[src/rtl/lockpick_pkg.sv]
// Shared types, state encodings, result codes and message words for the lockpick host.
package lockpick_pkg;

  localparam int unsigned KEY_BYTES_DEFAULT = 32;

  typedef logic [2:0] host_state_t;
  localparam host_state_t ST_IDLE      = 3'd0;
  localparam host_state_t ST_START     = 3'd1;
  localparam host_state_t ST_SEND_A    = 3'd2;
  localparam host_state_t ST_SEND_B    = 3'd3;
  localparam host_state_t ST_WAIT_RESP = 3'd4;
  localparam host_state_t ST_RECV      = 3'd5;
  localparam host_state_t ST_DONE      = 3'd6;

  typedef logic [1:0] result_t;
  localparam result_t RES_FAULT  = 2'b00;
  localparam result_t RES_ERROR  = 2'b01;
  localparam result_t RES_WIN    = 2'b10;
  localparam result_t RES_LOCKED = 2'b11;

  localparam logic [31:0] MSG_WIN    = 32'hFACEFACE;
  localparam logic [31:0] MSG_LOCKED = 32'hDEADDEAD;
  localparam logic [31:0] MSG_ERROR  = 32'hBAD0BAD0;

endpackage

[src/rtl/lockpick_byte_tx.sv]
// Paced byte serializer: loads a word, emits it LSB-first, one byte then GAP_CYC idle cycles.
module lockpick_byte_tx #(
  parameter int unsigned KEY_BYTES = 32,
  parameter int unsigned GAP_CYC   = 0
) (
  input  logic                   clk,
  input  logic                   rst_n,
  input  logic                   load,
  input  logic [8*KEY_BYTES-1:0] load_word,
  output logic                   byte_en,
  output logic [7:0]             byte_data,
  output logic                   last_byte_c,
  output logic                   free_c
);

  localparam int unsigned IDX_W = (KEY_BYTES > 1) ? $clog2(KEY_BYTES) : 1;
  localparam int unsigned GAP_W = (GAP_CYC < 1) ? 1 : $clog2(GAP_CYC + 1);

  logic [8*KEY_BYTES-1:0] word_q, word_d;
  logic [IDX_W-1:0]       idx_q, idx_d, nxt_idx;
  logic [GAP_W-1:0]       gap_q, gap_d;
  logic                   en_q, en_d;
  logic [7:0]             data_q, data_d;
  logic                   active_q, active_d;
  logic                   is_last_c, slot_end_c;

  assign nxt_idx     = idx_q + IDX_W'(1);
  assign is_last_c   = (idx_q == IDX_W'(KEY_BYTES - 1));
  assign slot_end_c  = en_q ? (GAP_CYC == 0) : (gap_q == GAP_W'(GAP_CYC));
  assign last_byte_c = en_q && is_last_c;
  assign free_c      = active_q && is_last_c && slot_end_c;
  assign byte_en     = en_q;
  assign byte_data   = data_q;

  // Next byte slot: emit, count gap, or go idle after the last slot.
  always_comb begin
    word_d   = word_q;
    idx_d    = idx_q;
    gap_d    = gap_q;
    en_d     = 1'b0;
    data_d   = 8'h00;
    active_d = active_q;
    if (load) begin
      word_d   = load_word;
      idx_d    = '0;
      gap_d    = '0;
      en_d     = 1'b1;
      data_d   = load_word[7:0];
      active_d = 1'b1;
    end else if (active_q) begin
      if (slot_end_c) begin
        if (is_last_c) begin
          active_d = 1'b0;
          idx_d    = '0;
        end else begin
          idx_d  = nxt_idx;
          gap_d  = '0;
          en_d   = 1'b1;
          data_d = word_q[8*nxt_idx +: 8];
        end
      end else if (en_q) begin
        gap_d = GAP_W'(1);
      end else if (gap_q != GAP_W'(GAP_CYC)) begin
        gap_d = gap_q + GAP_W'(1);
      end
    end
  end

  // Serializer state registers.
  always_ff @(posedge clk or negedge rst_n) begin
    if (!rst_n) begin
      word_q   <= '0;
      idx_q    <= '0;
      gap_q    <= '0;
      en_q     <= 1'b0;
      data_q   <= 8'h00;
      active_q <= 1'b0;
    end else begin
      word_q   <= word_d;
      idx_q    <= idx_d;
      gap_q    <= gap_d;
      en_q     <= en_d;
      data_q   <= data_d;
      active_q <= active_d;
    end
  end

endmodule

[src/rtl/lockpick_host.sv]
// Host driver for the lockpick game: sends two keys, captures and decodes the result message.
module lockpick_host
  import lockpick_pkg::*;
#(
  parameter int unsigned KEY_BYTES   = KEY_BYTES_DEFAULT,
  parameter int unsigned GAP_CYC     = 0,
  parameter int unsigned TIMEOUT_CYC = 64
) (
  input  logic                   clk,
  input  logic                   rst_n,
  input  logic                   go,
  input  logic [8*KEY_BYTES-1:0] key_a,
  input  logic [8*KEY_BYTES-1:0] key_b,
  output logic                   busy,
  output logic                   done,
  output logic [1:0]             result,
  output logic [1:0]             resp_status,
  output logic                   start,
  output logic                   input_enable,
  output logic [7:0]             input_data,
  input  logic                   output_valid,
  input  logic [7:0]             output_data,
  input  logic [1:0]             status
);

  localparam int unsigned IDX_W = (KEY_BYTES > 1) ? $clog2(KEY_BYTES) : 1;
  localparam int unsigned CNT_W = $clog2(TIMEOUT_CYC + 1);

  host_state_t            state_q, state_d;
  logic [8*KEY_BYTES-1:0] key_a_q, key_a_d, key_b_q, key_b_d;
  logic [8*KEY_BYTES-1:0] resp_q, resp_d;
  logic [IDX_W-1:0]       idx_q, idx_d;
  logic [CNT_W-1:0]       cnt_q, cnt_d;
  logic                   busy_q, busy_d, done_q, done_d, start_q, start_d;
  result_t                result_q, result_d;
  logic [1:0]             resp_status_q, resp_status_d;
  logic                   tx_load_c, tx_last_c, tx_free_c;
  logic [8*KEY_BYTES-1:0] tx_word_c;

  // True when every message byte repeats the 4-byte word, LSB-first.
  function automatic logic msg_is(input logic [8*KEY_BYTES-1:0] msg, input logic [31:0] w);
    logic ok;
    ok = 1'b1;
    for (int i = 0; i < int'(KEY_BYTES); i++)
      if (msg[8*i +: 8] != w[8*(i%4) +: 8]) ok = 1'b0;
    return ok;
  endfunction

  function automatic result_t decode_msg(input logic [8*KEY_BYTES-1:0] msg);
    if (msg_is(msg, MSG_WIN))         return RES_WIN;
    else if (msg_is(msg, MSG_LOCKED)) return RES_LOCKED;
    else if (msg_is(msg, MSG_ERROR))  return RES_ERROR;
    else                              return RES_FAULT;
  endfunction

  lockpick_byte_tx #(.KEY_BYTES(KEY_BYTES), .GAP_CYC(GAP_CYC)) u_tx (
    .clk         (clk),
    .rst_n       (rst_n),
    .load        (tx_load_c),
    .load_word   (tx_word_c),
    .byte_en     (input_enable),
    .byte_data   (input_data),
    .last_byte_c (tx_last_c),
    .free_c      (tx_free_c)
  );

  // Attempt sequencing, response capture and decode.
  always_comb begin
    state_d       = state_q;
    key_a_d       = key_a_q;
    key_b_d       = key_b_q;
    resp_d        = resp_q;
    idx_d         = idx_q;
    cnt_d         = cnt_q;
    busy_d        = busy_q;
    done_d        = 1'b0;
    start_d       = 1'b0;
    result_d      = result_q;
    resp_status_d = resp_status_q;
    tx_load_c     = 1'b0;
    tx_word_c     = key_a_q;
    case (state_q)
      ST_IDLE: begin
        if (go) begin
          key_a_d = key_a;
          key_b_d = key_b;
          busy_d  = 1'b1;
          start_d = 1'b1;
          state_d = ST_START;
        end
      end
      ST_START: begin
        tx_load_c = 1'b1;
        state_d   = ST_SEND_A;
      end
      ST_SEND_A: begin
        if (tx_free_c) begin
          tx_load_c = 1'b1;
          tx_word_c = key_b_q;
          state_d   = ST_SEND_B;
        end
      end
      ST_SEND_B: begin
        if (tx_last_c) begin
          cnt_d   = '0;
          idx_d   = '0;
          state_d = ST_WAIT_RESP;
        end
      end
      ST_WAIT_RESP: begin
        if (output_valid) begin
          resp_d[7:0] = output_data;
          idx_d       = IDX_W'(1);
          state_d     = ST_RECV;
        end else if (cnt_q == CNT_W'(TIMEOUT_CYC - 1)) begin
          result_d = RES_FAULT;
          done_d   = 1'b1;
          state_d  = ST_DONE;
        end else begin
          cnt_d = cnt_q + CNT_W'(1);
        end
      end
      ST_RECV: begin
        if (output_valid) begin
          resp_d[8*idx_q +: 8] = output_data;
          idx_d                = idx_q + IDX_W'(1);
          if (idx_q == IDX_W'(KEY_BYTES - 1)) begin
            resp_status_d = status;
            result_d      = decode_msg(resp_d);
            done_d        = 1'b1;
            idx_d         = '0;
            state_d       = ST_DONE;
          end
        end else begin
          result_d = RES_FAULT;
          done_d   = 1'b1;
          idx_d    = '0;
          state_d  = ST_DONE;
        end
      end
      ST_DONE: begin
        busy_d  = 1'b0;
        state_d = ST_IDLE;
      end
      default: state_d = ST_IDLE;
    endcase
  end

  // Host state registers.
  always_ff @(posedge clk or negedge rst_n) begin
    if (!rst_n) begin
      state_q       <= ST_IDLE;
      key_a_q       <= '0;
      key_b_q       <= '0;
      resp_q        <= '0;
      idx_q         <= '0;
      cnt_q         <= '0;
      busy_q        <= 1'b0;
      done_q        <= 1'b0;
      start_q       <= 1'b0;
      result_q      <= RES_FAULT;
      resp_status_q <= 2'b00;
    end else begin
      state_q       <= state_d;
      key_a_q       <= key_a_d;
      key_b_q       <= key_b_d;
      resp_q        <= resp_d;
      idx_q         <= idx_d;
      cnt_q         <= cnt_d;
      busy_q        <= busy_d;
      done_q        <= done_d;
      start_q       <= start_d;
      result_q      <= result_d;
      resp_status_q <= resp_status_d;
    end
  end

  assign busy        = busy_q;
  assign done        = done_q;
  assign result      = result_q;
  assign resp_status = resp_status_q;
  assign start       = start_q;

endmodule

[config.mk]
export PLATFORM = sky130hd
export DESIGN_NAME = lockpick_host
export DESIGN_NICKNAME = d
export VERILOG_FILES = /design/src/rtl/lockpick_pkg.sv /design/src/rtl/lockpick_byte_tx.sv /design/src/rtl/lockpick_host.sv
export SDC_FILE = /design/constraint.sdc
export NUM_CORES = 2
export LEC_CHECK = 0
export CELL_PAD_IN_SITES_DETAIL_PLACEMENT = 0
export CELL_PAD_IN_SITES_GLOBAL_PLACEMENT = 1
export CORE_MARGIN = 2
export CORE_UTILIZATION = 30
export CTS_CLUSTER_DIAMETER = 60
export CTS_CLUSTER_SIZE = 25
export DETAILED_ROUTE_END_ITERATION = 6
export MAX_ROUTING_LAYER = met4
export PLACE_DENSITY_LB_ADDON = 0.1
export SLEW_MARGIN = 20
export SYNTH_ARGS = -nofsm -noshare
export SYNTH_HDL_FRONTEND = slang
export SYNTH_SLANG_ARGS = --single-unit
[constraint.sdc]
create_clock -name clk -period 12.95 [get_ports clk]
set_clock_uncertainty 0.2 [all_clocks]
set_input_delay 3.885 -clock clk [delete_from_list [all_inputs] [get_ports clk]]
set_output_delay 3.885 -clock clk [all_outputs]
set_load 0.1 [all_outputs]
==> results_dict.tcl <==
set metrics [dict create \
    run_status "finished, final reports clean" \
    grt_pass1_wl_mm 288.7 \
    synth_nets 4897 \
    stdcell_area_um2 60240 \
    drt_pass1_iterations 6 \
    grt_max_degree 166 \
    postCtsHoldBufs 0 \
    antenna_found_initial 70 \
    postCtsSetupBuffers 0 \
    grt_pass1_vias 38310 \
    dp_hpwl_mm 140.2 \
    max_freq_mhz 134.2 \
    powerDensity_nw_per_um2 211.0 \
    synth_xor_area_share_pct 0.1966 \
    die_y_um 405.5 \
    crit_path_end_kind "flop" \
    io_buffers 541 \
    wirelength_mm 201.2 \
    cts_sinks 1062 \
    r2r-end "result[1]" \
    track_usage_pct 24.95 \
    seqPwrFrac_pct 41.6 \
    gp_congestion 0.9431 \
    wl_met1_mm 86.02 \
    die-area_um2 164400 \
    ctsLongestPathBuffers 3 \
    synthArstFlopShare_pct 100.0 \
    layout_common_cells "1061 x dfrtp_1, 868 x nand2_1, 533 x clkdlybuf4s50_1, 524 x mux2_2, 320 x o21ai_0" \
    slew_viol_final 0 \
    crit_type "primary input to flop" \
    cts_buffers 115 \
    yosysUniqueCellTypes 82 \
    die_w_um 405.5 \
    ant_nets 0 \
    clock_power_share_pct 28.1 \
    via_per_inst 5.284 \
    crit_end "result[1]" \
    p_sw_share_pct 33.66 \
    hold_viol_final 0 \
    synth_fa_ha_area_share_pct 0.2587 \
    synth_ff_type "dfrtp_1" \
    fin_crit_ns 7.453 \
    cts_resized 0 \
    reg2reg_from "idx_q[0]" \
    rsz0062_at_grt "no" \
    fin_tns_setup_ns 0 \
    initial_core_util_pct 30.16 \
    cts_tree "yes" \
    ys_seq_area_share_pct 54.95 \
    synth_top_family_by_area "multiplexers" \
    insertion_delay_ns 0.77 \
    cts-root-buf "clkbuf_16" \
    maxSlewHeadroom_pct 16.92 \
    drtIter0Drc 3252 \
    num_rows 147 \
    required_ns 13.40 \
    avgSynthCellArea_um2 11.09 \
    placed_cell_area_um2 55980 \
    wire_per_inst_um 28.44 \
    num_vias 37398 \
    final_common_cell "dfrtp_1" \
    p_leak_nw 24.51 \
    met2_length_mm 95.77 \
    syn_to_final_growth_pct 24.55 \
    syn_inst 4361 \
    setup.worst_path.start "output_data[3]" \
    drc 0 \
    p_sw_w 0.004278 \
    drive_gt1_share_pct 19.48 \
    startpoint_type "primary input" \
    top_layer "met4" \
    period_share_pct 57.55 \
    yosys.area_share.simple_pct 12.77 \
    grt_overflow_total 0 \
    cell_internal_pwr_w 0.008430 \
    worst_slew_pin_slew_ns 1.242 \
    r2r_setup_slack_ns 5.83 \
    htreeDepth 3 \
    yosys_warnings 0 \
    setup_viol 0 \
    synth_area_um2 48370 \
    r2r_cells 14 \
    ios 542 \
    maxCapViolCount 0 \
    synth.area.mux_share_pct 16.67 \
    path_max_fanout 13 \
    met3_length_mm 13.25 \
    cp_data_arrival_time_ns 7.90 \
    hp-class "flop to flop" \
    peakVddDrop_mv 0.2257 \
    clk_pin_slew_ns 0.07 \
    design.core.area_um2 160400 \
    synth_edf_count 0 \
    synth_seq_cells 1062 \
    synth-compound-area-share_pct 12.16 \
    combPwrFrac_pct 30.3 \
    nNetsFinal 5295 \
]
layout make-up:
class	instances	area [um^2]
antenna	56	140.1
multi-input combinational	2936	20510
inverter	23	86.33
clock buffer	128	3038
timing repair buffer	621	6098
clock inverter	91	1082
fill	15984	100100
sequential	1062	26580
tap	2160	2703
critical path, cell delays in order:
cell	delay [ns]
clkdlybuf4s50_1	0.96
nor4bb_1	0.66
nand2_1	0.14
nor4_1	0.19
o211ai_1	0.15
a2111oi_0	0.81
nand4_1	0.38
nor4_1	0.38
a22oi_1	0.16
o21ai_1	0.16
layer usage:
layer  global-route usage, %  up-vias
met1                   31.61    19198
met4                   7.005        0
li1                        -    16717
met3                   5.892      316
met5                       -        -
met2                   39.84     1167
logic make-up after synthesis:
| kind of cell | Yosys count |
|---|---|
| buf+inv | 363 |
| xor+xnor | 10 |
| compound gates | 914 |
| mux | 640 |
| fa+ha+maj | 10 |
| simple gates | 1362 |
| flops | 1062 |
worst min path at each step:
stage / slack [ns] / startpoint / cells past startpoint / endpoint
floorplan: 0.24 / resp_q[8] / 2 / resp_q[8]
global placement: 0.25 / u_tx.word_q[248] / 2 / u_tx.word_q[248]
detailed placement: 0.26 / u_tx.word_q[248] / 2 / u_tx.word_q[248]
CTS: 0.28 / u_tx.word_q[248] / 2 / u_tx.word_q[248]
global route: 0.29 / u_tx.word_q[86] / 2 / u_tx.word_q[86]
finish: 0.27 / u_tx.word_q[151] / 2 / u_tx.word_q[151]
through the flow:
step	hold slack, ns	total power [W]	instances	setup slack, ns	util (%)
detailed placement	0.2579	0.009297	6802	4.824	34.90
finish	0.2679	0.01271	7077	5.497	37.56
floorplan	0.2396	0.007793	4361	6.156	-
CTS	0.2751	0.01293	7021	5.598	37.47
global placement	0.2531	0.009227	6802	4.776	34.90
global route	0.2913	0.01347	7073	5.297	37.55
state kept, by name, summed over array words and instances (netlist names):
signal,cells
resp_q,256
u_tx.active_q,1
resp_status,2
u_tx.byte_data,8
u_tx.gap_q,1
start,1
done,1
key_b_q,256
u_tx.byte_en,1
key_a_q,256
cnt_q,7
u_tx.idx_q,5
state_q,3
u_tx.word_q,256
result,2
busy,1
idx_q,5
cell usage after synthesis, types with 17 or more instances:
cell type,n,area (um^2)
a211oi_1,18,135.1
a21oi_1,92,460.4
a22oi_1,271,2034
a31oi_1,21,131.4
and2_1,17,106.4
and3_1,26,162.7
buf_1,31,116.4
buf_2,25,125.1
clkbuf_1,274,1028
dfrtp_1,1062,26580
inv_1,23,86.33
mux2_2,524,5901
mux2i_1,36,360.4
mux4_2,80,1802
nand2_1,868,3258
nand3_1,105,525.5
nand4_1,53,331.6
nor2_1,69,259.0
nor3_1,62,310.3
nor4_1,53,331.6
o211ai_1,35,262.8
o21ai_0,320,1602
o22ai_1,32,200.2
o31ai_1,31,232.7
power groups by stage:
stage | clock, W | sequential (W) | combinational [W]
floorplan | 0 | 0.00514 | 0.00265
global route | 0.00381 | 0.00545 | 0.00421
finish | 0.00357 | 0.00529 | 0.00385
CTS | 0.00367 | 0.00530 | 0.00396
global placement | 0 | 0.00533 | 0.00389
detailed placement | 0 | 0.00536 | 0.00394
(Power assumes the default switching activity.)
